### src/rtl/qreplicate.sv
// qreplicate: streaming replicator for queue-typed data.
//
// Each accepted input {eot, val, len} is expanded into len output
// transactions that carry val. One new innermost eot level is added.
// It is set only on the last replica. The input's outer eot bits ride
// along on that last replica and are zero on every earlier one.
//
// Parameters
//   W_VAL     width of the replicated value
//   W_LEN     width of the unsigned replication count
//   LVL       number of eot bits on the input (0 = plain stream)
//   ZERO_MODE len==0 policy: 0 = wrap (2^W_LEN replicas),
//             1 = drop (consume, emit nothing), 2 = single replica
//   OUT_REG   0 = combinational output, 1 = 2-entry skid buffer on dout
//
// Ports
//   clk        clock, rising edge
//   rst        synchronous, active-high reset
//   din_valid  input transaction valid
//   din_ready  input transaction accepted (only on the last replica)
//   din_data   {eot[LVL-1:0], val, len}
//   dout_valid output replica valid
//   dout_ready downstream ready
//   dout_data  {eot[LVL:0], val}

module qreplicate #(
    parameter int W_VAL     = 16,
    parameter int W_LEN     = 8,
    parameter int LVL       = 0,
    parameter int ZERO_MODE = 0,
    parameter int OUT_REG   = 0
) (
    input  logic                     clk,
    input  logic                     rst,
    input  logic                     din_valid,
    output logic                     din_ready,
    input  logic [W_LEN+W_VAL+LVL-1:0] din_data,
    output logic                     dout_valid,
    input  logic                     dout_ready,
    output logic [W_VAL+LVL:0]       dout_data
);

    localparam int W_OUT = W_VAL + LVL + 1;

    logic [W_LEN-1:0] len;
    logic [W_LEN-1:0] len_eff;
    logic [W_LEN-1:0] cnt_reg;
    logic [W_LEN-1:0] cnt_inc;
    logic [W_VAL-1:0] val;
    logic [LVL:0]     eot_out;
    logic             is_zero;
    logic             drop;
    logic             last;
    logic             core_valid;
    logic             core_ready;
    logic [W_OUT-1:0] core_data;

    assign len     = din_data[W_LEN-1:0];
    assign val     = din_data[W_LEN +: W_VAL];
    assign is_zero = (len == '0);

    // A zero-length input in drop mode is swallowed without ever
    // reaching the replication core.
    assign drop = (ZERO_MODE == 1) && is_zero;

    // In wrap mode len_eff stays 0, so last fires when the count wraps,
    // after 2^W_LEN replicas.
    always_comb begin
        len_eff = len;
        if (is_zero && (ZERO_MODE == 2))
            len_eff = W_LEN'(1);
    end

    assign cnt_inc = cnt_reg + W_LEN'(1);
    assign last    = (cnt_inc == len_eff);

    assign eot_out[0] = last;

    generate
        if (LVL > 0) begin : g_outer
            logic [LVL-1:0] eot_in;
            assign eot_in         = din_data[W_LEN+W_VAL +: LVL];
            // Outer levels only close on the final replica.
            assign eot_out[LVL:1] = eot_in & {LVL{last}};
        end
    endgenerate

    assign core_valid = din_valid & ~drop;
    assign core_data  = {eot_out, val};

    // The input is held by the source until its last replica leaves.
    // ready is suppressed during reset so a partially replicated input
    // is never consumed; the source re-presents it afterwards.
    assign din_ready = ~rst & din_valid & (drop | (core_ready & last));

    always_ff @(posedge clk) begin
        if (rst)
            cnt_reg <= '0;
        else if (core_valid && core_ready)
            cnt_reg <= last ? '0 : cnt_inc;
    end

    generate
        if (OUT_REG != 0) begin : g_skid
            // Two-entry buffer: head drives dout, tail catches the one
            // replica that can arrive while the head is stalled.
            // core_ready is the registered "tail empty" flag, so
            // dout_ready never reaches din_ready combinationally.
            logic             v0, v1;
            logic [W_OUT-1:0] d0, d1;
            logic             push, pop;

            assign core_ready = ~v1;
            assign push       = core_valid & core_ready;
            assign pop        = v0 & dout_ready;

            always_ff @(posedge clk) begin
                if (rst) begin
                    v0 <= 1'b0;
                    v1 <= 1'b0;
                end else begin
                    case ({push, pop})
                        2'b10: begin
                            if (!v0) begin
                                v0 <= 1'b1;
                                d0 <= core_data;
                            end else begin
                                v1 <= 1'b1;
                                d1 <= core_data;
                            end
                        end
                        2'b01: begin
                            if (v1) begin
                                d0 <= d1;
                                v1 <= 1'b0;
                            end else begin
                                v0 <= 1'b0;
                            end
                        end
                        // push implies the tail is empty, so the new
                        // replica simply replaces the departing head.
                        2'b11:   d0 <= core_data;
                        default: ;
                    endcase
                end
            end

            assign dout_valid = v0;
            assign dout_data  = d0;
        end else begin : g_comb
            assign core_ready = dout_ready;
            assign dout_valid = core_valid;
            assign dout_data  = core_data;
        end
    endgenerate

endmodule

### config.mk
export PLATFORM = sky130hd
export DESIGN_NAME = qreplicate
export DESIGN_NICKNAME = d
export VERILOG_FILES = /design/src/rtl/qreplicate.sv
export SDC_FILE = /design/constraint.sdc
export NUM_CORES = 1
export LEC_CHECK = 0
export ABC_AREA = 1
export BUFFER_PORTS_ARGS = -buffer_cell sky130_fd_sc_hd__clkbuf_2
export CAP_MARGIN = 15
export CELL_PAD_IN_SITES_DETAIL_PLACEMENT = 1
export CELL_PAD_IN_SITES_GLOBAL_PLACEMENT = 2
export CORE_ASPECT_RATIO = 1.4
export CORE_MARGIN = 2
export CORE_UTILIZATION = 19
export CTS_BUF_LIST = sky130_fd_sc_hd__clkbuf_4
export DETAILED_ROUTE_END_ITERATION = 6
export PLACE_DENSITY = 0.79
export SLEW_MARGIN = 5
export SYNTH_ARGS = -nofsm -noshare
export SYNTH_HDL_FRONTEND = slang
export SYNTH_SLANG_ARGS = --single-unit
export TNS_END_PERCENT = 100
### constraint.sdc
create_clock -name clk -period 1.8 [get_ports clk]
set_clock_uncertainty 0.2 [all_clocks]
set_input_delay 0.18 -clock clk [delete_from_list [all_inputs] [get_ports clk]]
set_output_delay 0.18 -clock clk [all_outputs]
set_load 0.05 [all_outputs]
---- Word level (Yosys, flattened, before mapping) ----
Index checks and enable logic that the tools add are counted.
word-level totals
  latch bits .............................. 0
  memory bits (read-only) ................. 0
  word-level logic and storage cells ...... 9
  output and inout bits ................... 19
  memories kept ........................... 0
  register bits after elaboration ......... 8
  RAM bits ................................ 0
cells by class
  multipliers ............................. 0
  $add $sub $neg .......................... 1
  order comparisons ....................... 0
  bitwise gates (word level) .............. 4
  mux-type cells .......................... 1
  reduce and logical (&&, ||, !) cells .... 1
  div/mod/pow operators ................... 0
  shift-type cells ........................ 0
  eq/ne operators ......................... 1
operators with widths
  cell                                         count
  adder 8 x 1 -> 8 bit, second input constant  1
  == test 8 bit                                1
  two-way mux 8 bit                            1
  AND 1 bit                                    3
  logical AND 1 bit                            1
  inverter 1 bit                               1

---- Logic depth before layout (Yosys ltp) ----
Gate-level depths: netlist of run 1.
  depth after elaboration ................. 4
  gate-level depth with buffers ........... 12
  mapped depth without buffers ............ 12

---- Least setup slack after synthesis of run 1 ----
No wires, ideal clock.
  path kind ............................... reg2out
  start point ............................. register cnt_reg[0]
  end point ............................... output port din_ready
  stages on the path, launching flop included .. 10
  buffers on the path ..................... 0
  arrival ................................. 1.961 ns
  path slack .............................. -0.541 ns
  cells stage by stage .................... dfxtp_1 ha_1 nand2_1 nor2_2 nand3_1 nand3_1 nand2_1 nor2_2 nand3_4 nor3_2
between the ends
  cells in the longest elaborated chain, start to end .. 4
ends and longest elaborated chain
  element                   RTL line  source
  start: declaration        47        logic [W_LEN-1:0] cnt_reg;
  start signal: assignment  100       cnt_reg <= last ? '0 : cnt_inc;
  adder 8 x 1 -> 8 bit      74        assign cnt_inc = cnt_reg + W_LEN'(1);
  == test 8 bit             75        assign last = (cnt_inc == len_eff);
  AND 1 bit (2 in a row)    94        assign din_ready = ~rst & din_valid & (drop | (core_ready & last));
  end: declaration          36        output logic din_ready,
Every way passes these cells.

---- Final worst setup path of run 1 ----
Same ends and word-level chain as after synthesis.

==> results of run 1 <==
[cell usage after synthesis]
cell	n
nor2_8	1
nand2_2	2
nand2_1	41
xnor2_1	1
nor2_1	7
xor2_1	1
nand3_4	1
buf_1	1
nand4_1	2
and3b_1	1
dfxtp_1	8
o21ai_1	1
ha_1	1
nand3_2	1
inv_2	1
nor3_2	1
a21oi_1	12
nand3_1	14
inv_1	17
nor2_2	4
buf_4	18
clkbuf_1	1
and2_4	1
[metrics by stage]
stage	TNS [ps]	cells	hold slack, ps	setup slack [ps]
2_1_floorplan	-247	138	272	-244
5_1_grt	-4260	221	59.5	-622
4_1_cts	-2610	216	38.7	-496
6_report	-3100	221	37.9	-507
3_3_place_gp	-1570	208	160	-305
3_5_place_dp	-1660	208	160	-290
[layer usage]
metal  vias up  share of wire [%]  wire (um)
met1       402                 42        963
met3         0                3.2         74
met2         7                 55       1280
met5         -                  0          0
met4         0                  0          0
li1        459                  -          -
[power by group through the flow]
stage               logic, mW  clock network, mW  registers [mW]
finish                 0.0894              0.163           0.182
global route           0.0995              0.178           0.182
CTS                    0.0847              0.171           0.182
detailed placement     0.0735                  0           0.187
global placement       0.0724                  0           0.187
floorplan               0.141                  0           0.187
[worst paths after layout]
| check | startpoint | end | depth (start not counted) | slack [ps] |
|---|---|---|---|---|
| max | cnt_reg[0] | din_ready | 9 | -510 |
| min | rst | cnt_reg[2] | 2 | 40 |
| max reg2reg | cnt_reg[0] | cnt_reg[6] | 12 | -280 |
| min reg2reg | cnt_reg[5] | cnt_reg[5] | 2 | 300 |
[repair_timing]
action / 4_1_cts / 5_1_grt
hold buffers: 0 / 0
resized for setup: 12 / 18
pin swaps: 9 / 24
buffers inserted: 4 / 5
setup endpoints to repair: 10 / 10
[layout by cell type (no fill, tap or decap), types with 2 or more instances in the layout]
| cell | count |
|---|---|
| dfxtp_2 | 3 |
| inv_2 | 3 |
| nand3_1 | 9 |
| nor2_2 | 5 |
| nand2_4 | 2 |
| nand3_4 | 2 |
| inv_1 | 15 |
| nand2_1 | 36 |
| buf_6 | 5 |
| a21oi_1 | 11 |
| nor2_1 | 4 |
| dfxtp_1 | 4 |
| nand3_2 | 5 |
| buf_4 | 20 |
| nand4_1 | 2 |
| clkbuf_4 | 4 |
| clkbuf_2 | 12 |
| nor2_4 | 2 |
| nand2_2 | 5 |
[cells by family after synthesis]
family	after synthesis	synth area share, %
XOR/XNOR	2	2.08
flip-flops	8	19.0
adder cells (fa/ha/maj)	1	1.49
AO/OA/AOI/OAI	13	7.74
buffers and inverters	38	25.0
AND/OR/NAND/NOR	76	44.6
[final cells by class]
cell class | instances | area, um^2
Tap cell | 60 | 75.1
Fill cell | 552 | 3020
Inverter | 18 | 67.6
Timing Repair Buffer | 39 | 302
Clock buffer | 4 | 30.0
Sequential cell | 8 | 168
Multi-Input combinational cell | 92 | 573
[critical path: stages (launching register included)]
cell,delay [ps]
dfxtp_4,360
ha_4,280
xnor2_2,100
nand2_1,80
nor2_2,130
nand2_2,70
nor2_4,120
nand3_4,110
nor3_4,240
buf_12,170
==> results.yml, run 1 <==
cts:
  cts_tree: "done"
  cts_htree_levels: 1
  cts_buffers: 3
  clk_path_buf_depth: 2
  cts_root_buf: "clkbuf_4"
  clkSinkCount: 8
  path_clk_slew_ps: 60
  clock_latency_ps: 260
sta:
  rsz0062_at_grt: "true"
  timing.slew.headroom_pct: 73.3
  setup_viol: 10
  worstMarginPinSlew_ps: 400
  fin_crit_sh_pct: 128
  fin_crit_ps: 2310
  slew_viol_final: 0
  fmax_ghz: 0.434
  hold_viol: 0
  fin_ws_ps: -507
critical_path:
  endpoint_kind: "output port"
  crit_type: "flop to output port"
  arrival_ps: 1930
  startpoint_type: "flop"
  path_max_fanout: 3
  required_ps: 1420
routing:
  wire_per_inst_um: 10.5
  drc: 0
  wl_um: 2310
  drtIter0Drc: 8
  first_pass_iters: 4
  antenna_left: 0
  vias: 868
  viasPerCell: 3.93
placement:
  dp_hpwl_um: 1780
  place_congestion: 0.687
  place_area_um2: 1010
  portBuffers: 14
synth:
  synth.net_count: 167
  ys_seq_elements: 8
  ys_top_cells_by_area: "dfxtp_1 (19%), nand2_1 (18%), buf_4 (16%)"
  synth_seq_area_share_pct: 19.0
  ys_types: 23
  yosys_warnings: 0
  syn_area_um2: 841
  netlist_instances: 138
  postSynthAreaPerCell_um2: 6.09
  synth_top_area_cell: "dfxtp_1"
  synthDominantCellAreaShare_pct: 19.0
floorplanning:
  initial_core_util_pct: 19.8
  die_h_um: 82.7
  die_area_um2: 4980
  fp-row-count: 28
  coreArea_um2: 4240
  die_w_um: 60.2
  ioPinCount: 47
finish:
  area_growth_syn_to_layout_pct: 44.5
  n_antenna_cell: 0
  fin_nets: 191
  drive_gt1_share_pct: 47.8
  largest_register_ffs: 8
  final_util_pct: 28.7
  stdcell_area_um2: 1210
power_and_ir_drop:
  pwr-share-clk_pct: 37.5
  vdd_drop_max_uv: 301
  switching_share_pct: 26.3
  p_per_area_nw_per_um2: 358
  p_comb_share_pct: 20.6
  p_leak_nw: 0.573
  p_sw_mw: 0.114
  power.internal_mw: 0.320
  sequentialPowerShare_pct: 41.9
  p_total_mw: 0.435
global_routing:
  grt_usage_pct: 9.59
  grt_pass1_wl_um: 3660
  grtUsageMet2_pct: 17.0
  grt.busiest_layer: "met2"
  grt_max_degree: 11
  grt-ovfl-total: 0
  grt_util_met3_pct: 0.779
  grt_pass1_vias: 808
  antenna_found_initial: 0
  grt.met1_usage_pct: 11.7
run_status:
  violations: "negative setup slack"
  status: "finished with violations"
hold_path:
  hold_path.class: "input port to flop"
flow_run:
  cap_violations: 0
Note: power is estimated with default switching activity, not from simulation.
==> run 2, diff against run 1 <==
--- a/config.mk
+++ b/config.mk
@@ -12,10 +12,10 @@
 export CELL_PAD_IN_SITES_GLOBAL_PLACEMENT = 2
 export CORE_ASPECT_RATIO = 1.4
 export CORE_MARGIN = 2
-export CORE_UTILIZATION = 19
+export CORE_UTILIZATION = 21
 export CTS_BUF_LIST = sky130_fd_sc_hd__clkbuf_4
 export DETAILED_ROUTE_END_ITERATION = 6
-export PLACE_DENSITY = 0.79
+export PLACE_DENSITY = 0.83
 export SLEW_MARGIN = 5
 export SYNTH_ARGS = -nofsm -noshare
 export SYNTH_HDL_FRONTEND = slang
==> constraint.sdc (replaced) <==
create_clock -name clk -period 2.2 [get_ports clk]
set_clock_uncertainty 0.2 [all_clocks]
set_input_delay 0.22 -clock clk [delete_from_list [all_inputs] [get_ports clk]]
set_output_delay 0.22 -clock clk [all_outputs]
set_load 0.05 [all_outputs]
==> run 2 against run 1 <==
The run still ends with negative setup slack left. Via count decreased by 4.3%. First-iteration DRC count increased by 50%. Worst setup slack improved by 490 ps. Die area decreased by 9.0%. Critical path type unchanged. Largest power group unchanged. Highest routed layer is now met4.
==> results.yml, run 2 (synthesis results as in run 1) <==
sta:
  setup_viol: 1
  worstMarginPinSlew_ps: 393
  fmax_ghz: 0.450
  slew_viol_final: 0
  rsz0062_at_grt: "true"
  fin_ws_ps: -20.4
  fin_crit_ps: 2220
  fin_crit_sh_pct: 101
  hold_viol: 0
  whs_ps: 87.0
  timing.slew.headroom_pct: 73.7
critical_path:
  reg2regPathDepth: 9
  path_max_fanout: 3
  worstPathCellList: "ha_4 -> xnor2_2 -> nand2_1 -> nor2_2 -> nand2_1 -> nor2_2 -> nand3_4 -> nor3_4 -> buf_12"
  cp_slowest_cell: "dfxtp_2"
  required_ps: 1780
  startpoint_type: "flop"
  endpoint_kind: "output port"
  crit_type: "flop to output port"
  arrival_ps: 1800
  max_stage_delay_ps: 340
finish:
  area_growth_syn_to_layout_pct: 16.1
  n_antenna_cell: 0
  fillerInstances: 502
  drive_gt1_share_pct: 35.0
  fin_nets: 171
  largest_register_ffs: 8
  layout.cells.most_common: "nand2_1"
  mostFrequentLayoutCells: "nand2_1 (39), inv_1 (15), nand3_1 (13)"
  stdcell_area_um2: 976
global_routing:
  grt_pass1_wl_um: 3710
  grt_max_degree: 11
  grt_usage_pct: 10.6
  grt-ovfl-total: 0
  antenna_found_initial: 0
  grt_pass1_vias: 836
routing:
  vias: 831
  drc: 0
  met3_length_um: 102
  wire_per_inst_um: 11.9
  first_pass_iters: 4
  antenna_left: 0
  dr_wl_met2_um: 1170
  wl_um: 2180
  wl_met1_um: 895
  viasPerCell: 4.54
  top_layer: "met4"
  drtIter0Drc: 12
power_and_ir_drop:
  p_total_mw: 0.337
  p_leak_nw: 0.448
  p_per_area_nw_per_um2: 346
  vdd_drop_max_uv: 120
floorplanning:
  ioPinCount: 47
  initial_core_util_pct: 21.6
  die_area_um2: 4530
  die_h_um: 78.9
  fp-row-count: 27
  die_w_um: 57.5
  coreArea_um2: 3880
cts:
  cts_htree_levels: 1
  post_cts_buffers: 0
  cts_buffers: 3
  clock_latency_ps: 260
  clk_path_buf_depth: 2
  cts_tree: "done"
  cts_root_buf: "clkbuf_4"
  clkSinkCount: 8
  path_clk_slew_ps: 60
placement:
  dp_hpwl_um: 1740
  place_congestion: 0.748
  place_area_um2: 881
  portBuffers: 14
run_status:
  status: "finished with violations"
  violations: "negative setup slack"
hold_path:
  hold_path.class: "input port to flop"
  hold_path_depth: 2
flow_run:
  cap_violations: 0
[run 2: changes by cell type in the layout (fill, tap and decap cells not counted), sizes merged]
| cell | delta |
|---|---|
| clkbuf | -1 |
| buf | -20 |
[run 2: worst paths after layout]
path / from / end / slack [ps]
worst min-delay path: rst / cnt_reg[1] / 90
worst max register to register: cnt_reg[2] / cnt_reg[5] / 350
worst max-delay path: cnt_reg[0] / din_ready / -20
worst min register to register: cnt_reg[7] / cnt_reg[7] / 300
[run 2: area by class of cell]
class,count,area [um^2],area share (%)
clock buffer,3,22.5,2.31
inverter,18,67.6,6.92
multi-input combinational,92,529,54.2
sequential,8,166,17.1
tap,43,53.8,5.51
timing repair buffer,19,136,14.0
[run 2: routing by layer]
layer,up-vias,GRT usage [%]
li1,421,-
met1,389,11.7
met2,19,19.4
met3,2,2.12
met4,0,4.19
met5,-,0
[run 2: worst max-delay path: cells and delay by family (launching register included)]
| kind | cells | cell delay [ps] |
|---|---|---|
| buffers and inverters | 1 | 160 |
| XOR/XNOR | 1 | 100 |
| flip-flops | 1 | 340 |
| adder cells (fa/ha/maj) | 1 | 270 |
| AND/OR/NAND/NOR | 6 | 670 |
[run 2: timing repair]
action,4_1_cts,5_1_grt
pin swaps,2,1
gates cloned,0,0
hold buffers,0,0
gates resized for setup,15,8
setup endpoints to repair,2,2
[run 2: power breakdown]
group	switching [mW]	internal, mW	leakage, nW	total [mW]
Clock	0.0580	0.0630	0.0138	0.121
Sequential	0.00226	0.147	0.0670	0.149
Combinational	0.0384	0.0286	0.367	0.0670
Total	0.0986	0.239	0.448	0.337
[run 2: per-stage QoR]
| step | setup WS, ps | std cells | TNS, ps | util, % |
|---|---|---|---|---|
| 2_1_floorplan | 14.3 | 138 | 0 | - |
| 3_3_place_gp | 108 | 180 | 0 | 22.7 |
| 4_1_cts | -37.1 | 183 | -37.1 | 24.6 |
| 3_5_place_dp | 82.2 | 180 | 0 | 22.7 |
| 5_1_grt | -179 | 183 | -231 | 25.1 |
| 6_report | -20.4 | 183 | -20.4 | 25.1 |
==> run 3, diff against run 2 <==
--- a/config.mk
+++ b/config.mk
@@ -6,16 +6,16 @@
 export NUM_CORES = 1
 export LEC_CHECK = 0
 export ABC_AREA = 1
-export BUFFER_PORTS_ARGS = -buffer_cell sky130_fd_sc_hd__clkbuf_2
 export CAP_MARGIN = 15
 export CELL_PAD_IN_SITES_DETAIL_PLACEMENT = 1
 export CELL_PAD_IN_SITES_GLOBAL_PLACEMENT = 2
 export CORE_ASPECT_RATIO = 1.4
 export CORE_MARGIN = 2
-export CORE_UTILIZATION = 21
+export CORE_UTILIZATION = 30
 export CTS_BUF_LIST = sky130_fd_sc_hd__clkbuf_4
 export DETAILED_ROUTE_END_ITERATION = 6
-export PLACE_DENSITY = 0.83
+export DONT_BUFFER_PORTS = 1
+export PLACE_DENSITY = 0.82
 export SLEW_MARGIN = 5
 export SYNTH_ARGS = -nofsm -noshare
 export SYNTH_HDL_FRONTEND = slang
==> run 3 against run 2 <==
The run still ends with negative setup slack left. Flip-flop and latch count stayed put. Power is 2.9% lower. Sequential share of layout area is 0.30 points lower. Via count is 0.72% higher. Routed wire length is 3.3% higher. Count of clock-buffer cells in the layout stayed put. Worst setup slack worse by 19 ps. Fmax is 0.86% lower. First-iteration DRC count is 25% higher. Cell count is 7.7% lower. Register-to-register slack worse by 50 ps. Highest routed layer unchanged.
==> results.yml, run 3 (synthesis results as in run 1) <==
global_routing:
  grt_pass1_wl_um: 3940
  grt_pass1_vias: 913
  grt_max_degree: 11
  grt_usage_pct: 15.9
  grt-ovfl-total: 0
  antenna_found_initial: 0
hold_path:
  hold_path.class: "input port to flop"
  hold_start: "din_valid"
  hold_path_depth: 3
  hold_path_end: "cnt_reg[6]"
placement:
  dp_hpwl_um: 1710
  portBuffers: 0
  place_ws_ps: 25.3
  place_congestion: 0.777
critical_path:
  cp_slowest_cell: "dfxtp_4"
  rrSetupSlack_ps: 300
  required_ps: 1780
  path_max_fanout: 6
  rr_endpoint: "cnt_reg[1]"
  endpoint_kind: "output port"
  startpoint_type: "flop"
  reg2regPathDepth: 10
  max_stage_delay_ps: 370
  cp_top_family: "simple AND/OR/NAND/NOR gates"
  worstPathCellList: "buf_4 -> nand2_4 -> nor2_8 -> nand2_2 -> nand3_1 -> nand2_1 -> nor2_2 -> nand3_4 -> nor3_4 -> buf_12"
  crit_type: "flop to output port"
  timing.critical_path.depth: 10
  timing.critical_path.buf_inv: 2
  arrival_ps: 1820
  r2r-start: "cnt_reg[1]"
sta:
  fin_crit_sh_pct: 102
  fin_crit_ps: 2240
  rsz0062_at_grt: "true"
  fin_ws_ps: -39.7
  setup_viol: 1
  fmax_ghz: 0.446
  slew_viol_final: 0
  timing.slew.headroom_pct: 71.2
  whs_ps: 239
  worstMarginPinSlew_ps: 432
  hold_viol: 0
  fin_setup_tns_ps: -39.7
finish:
  largest_register_ffs: 8
  fillerInstances: 353
  seq_area_um2: 170
  drive_gt1_share_pct: 37.6
  n_antenna_cell: 0
  final_util_pct: 38.4
  fin_nets: 164
  mostFrequentLayoutCells: "nand2_1 (33), inv_1 (16), a21oi_1 (12)"
  area_growth_syn_to_layout_pct: 20.8
  layout.cells.most_common: "nand2_1"
  multi_input_area_um2: 589
floorplanning:
  ioPinCount: 47
  coreArea_um2: 2640
  die_w_um: 48.7
  fp-row-count: 22
  initial_core_util_pct: 31.8
  die_area_um2: 3250
  die_h_um: 66.6
cts:
  cts_tree: "done"
  cts_htree_levels: 1
  clock_latency_ps: 270
  cts_root_buf: "clkbuf_4"
  cts_buffers: 3
  clkSinkCount: 8
  clk_path_buf_depth: 2
  path_clk_slew_ps: 50
routing:
  viasPerCell: 4.95
  wire_per_inst_um: 13.3
  drtIter0Drc: 15
  first_pass_iters: 4
  vias: 837
  drc: 0
  antenna_left: 0
  wl_um: 2250
power_and_ir_drop:
  p_per_area_nw_per_um2: 322
  p_total_mw: 0.328
  vdd_drop_max_uv: 254
  p_leak_nw: 0.451
flow_run:
  cap_violations: 0
run_status:
  violations: "negative setup slack"
  status: "finished with violations"
-- run 3: worst reg2reg max path, cell delays in order, from the launching register on --
cell     delay [ps]
dfxtp_4         370
buf_4           120
nand2_4          70
nor2_8          170
nand3_4         100
a21oi_1         260
nor2_4           70
nand3_4         100
buf_4           170
nand2_1          60
a21oi_1         140
-- run 3: metrics by stage --
step	instance area [um^2]	cells
6_report	1020	169
5_1_grt	1020	169
4_1_cts	991	168
3_5_place_dp	812	159
3_3_place_gp	812	159
2_1_floorplan	847	138
-- run 3: report_power, final --
part	internal, mW	switching (mW)
clock	0.0628	0.0558
combinational	0.0278	0.0325
sequential	0.146	0.00277
-- run 3: final cells by class --
class | count | area share, %
repair buffers | 12 | 11.9
inverters | 18 | 6.65
multi-input cells | 92 | 58.0
well taps | 36 | 4.43
flip-flops and latches | 8 | 16.7
clock buffers | 3 | 2.22
-- run 3: how the worst max path moves through the flow --
stage                     from   endpoint  slack [ps]
finish              cnt_reg[1]  din_ready         -40
global route        cnt_reg[1]  din_ready        -180
CTS                 cnt_reg[1]  din_ready         -90
detailed placement  cnt_reg[1]  din_ready          30
global placement    cnt_reg[1]  din_ready          80
floorplan           cnt_reg[0]  din_ready          10
-- run 3: per-layer routing --
metal | vias to the layer above | routed length, um | global-route usage, %
li1 | 407 | - | -
met1 | 396 | 770 | 13.9
met2 | 25 | 1300 | 33.7
met3 | 9 | 125 | 3.36
met4 | 0 | 58 | 7.14
met5 | - | 0 | 0
-- run 3: timing repair --
item                                    in CTS  in global routing
hold endpoints to repair                     8                  0
hold buffers                                 1                  0
gates resized for setup                     28                  6
cloned                                       0                  0
endpoints found under the setup margin       2                  2
pin swaps                                   11                  6
buffers inserted                             5                  1
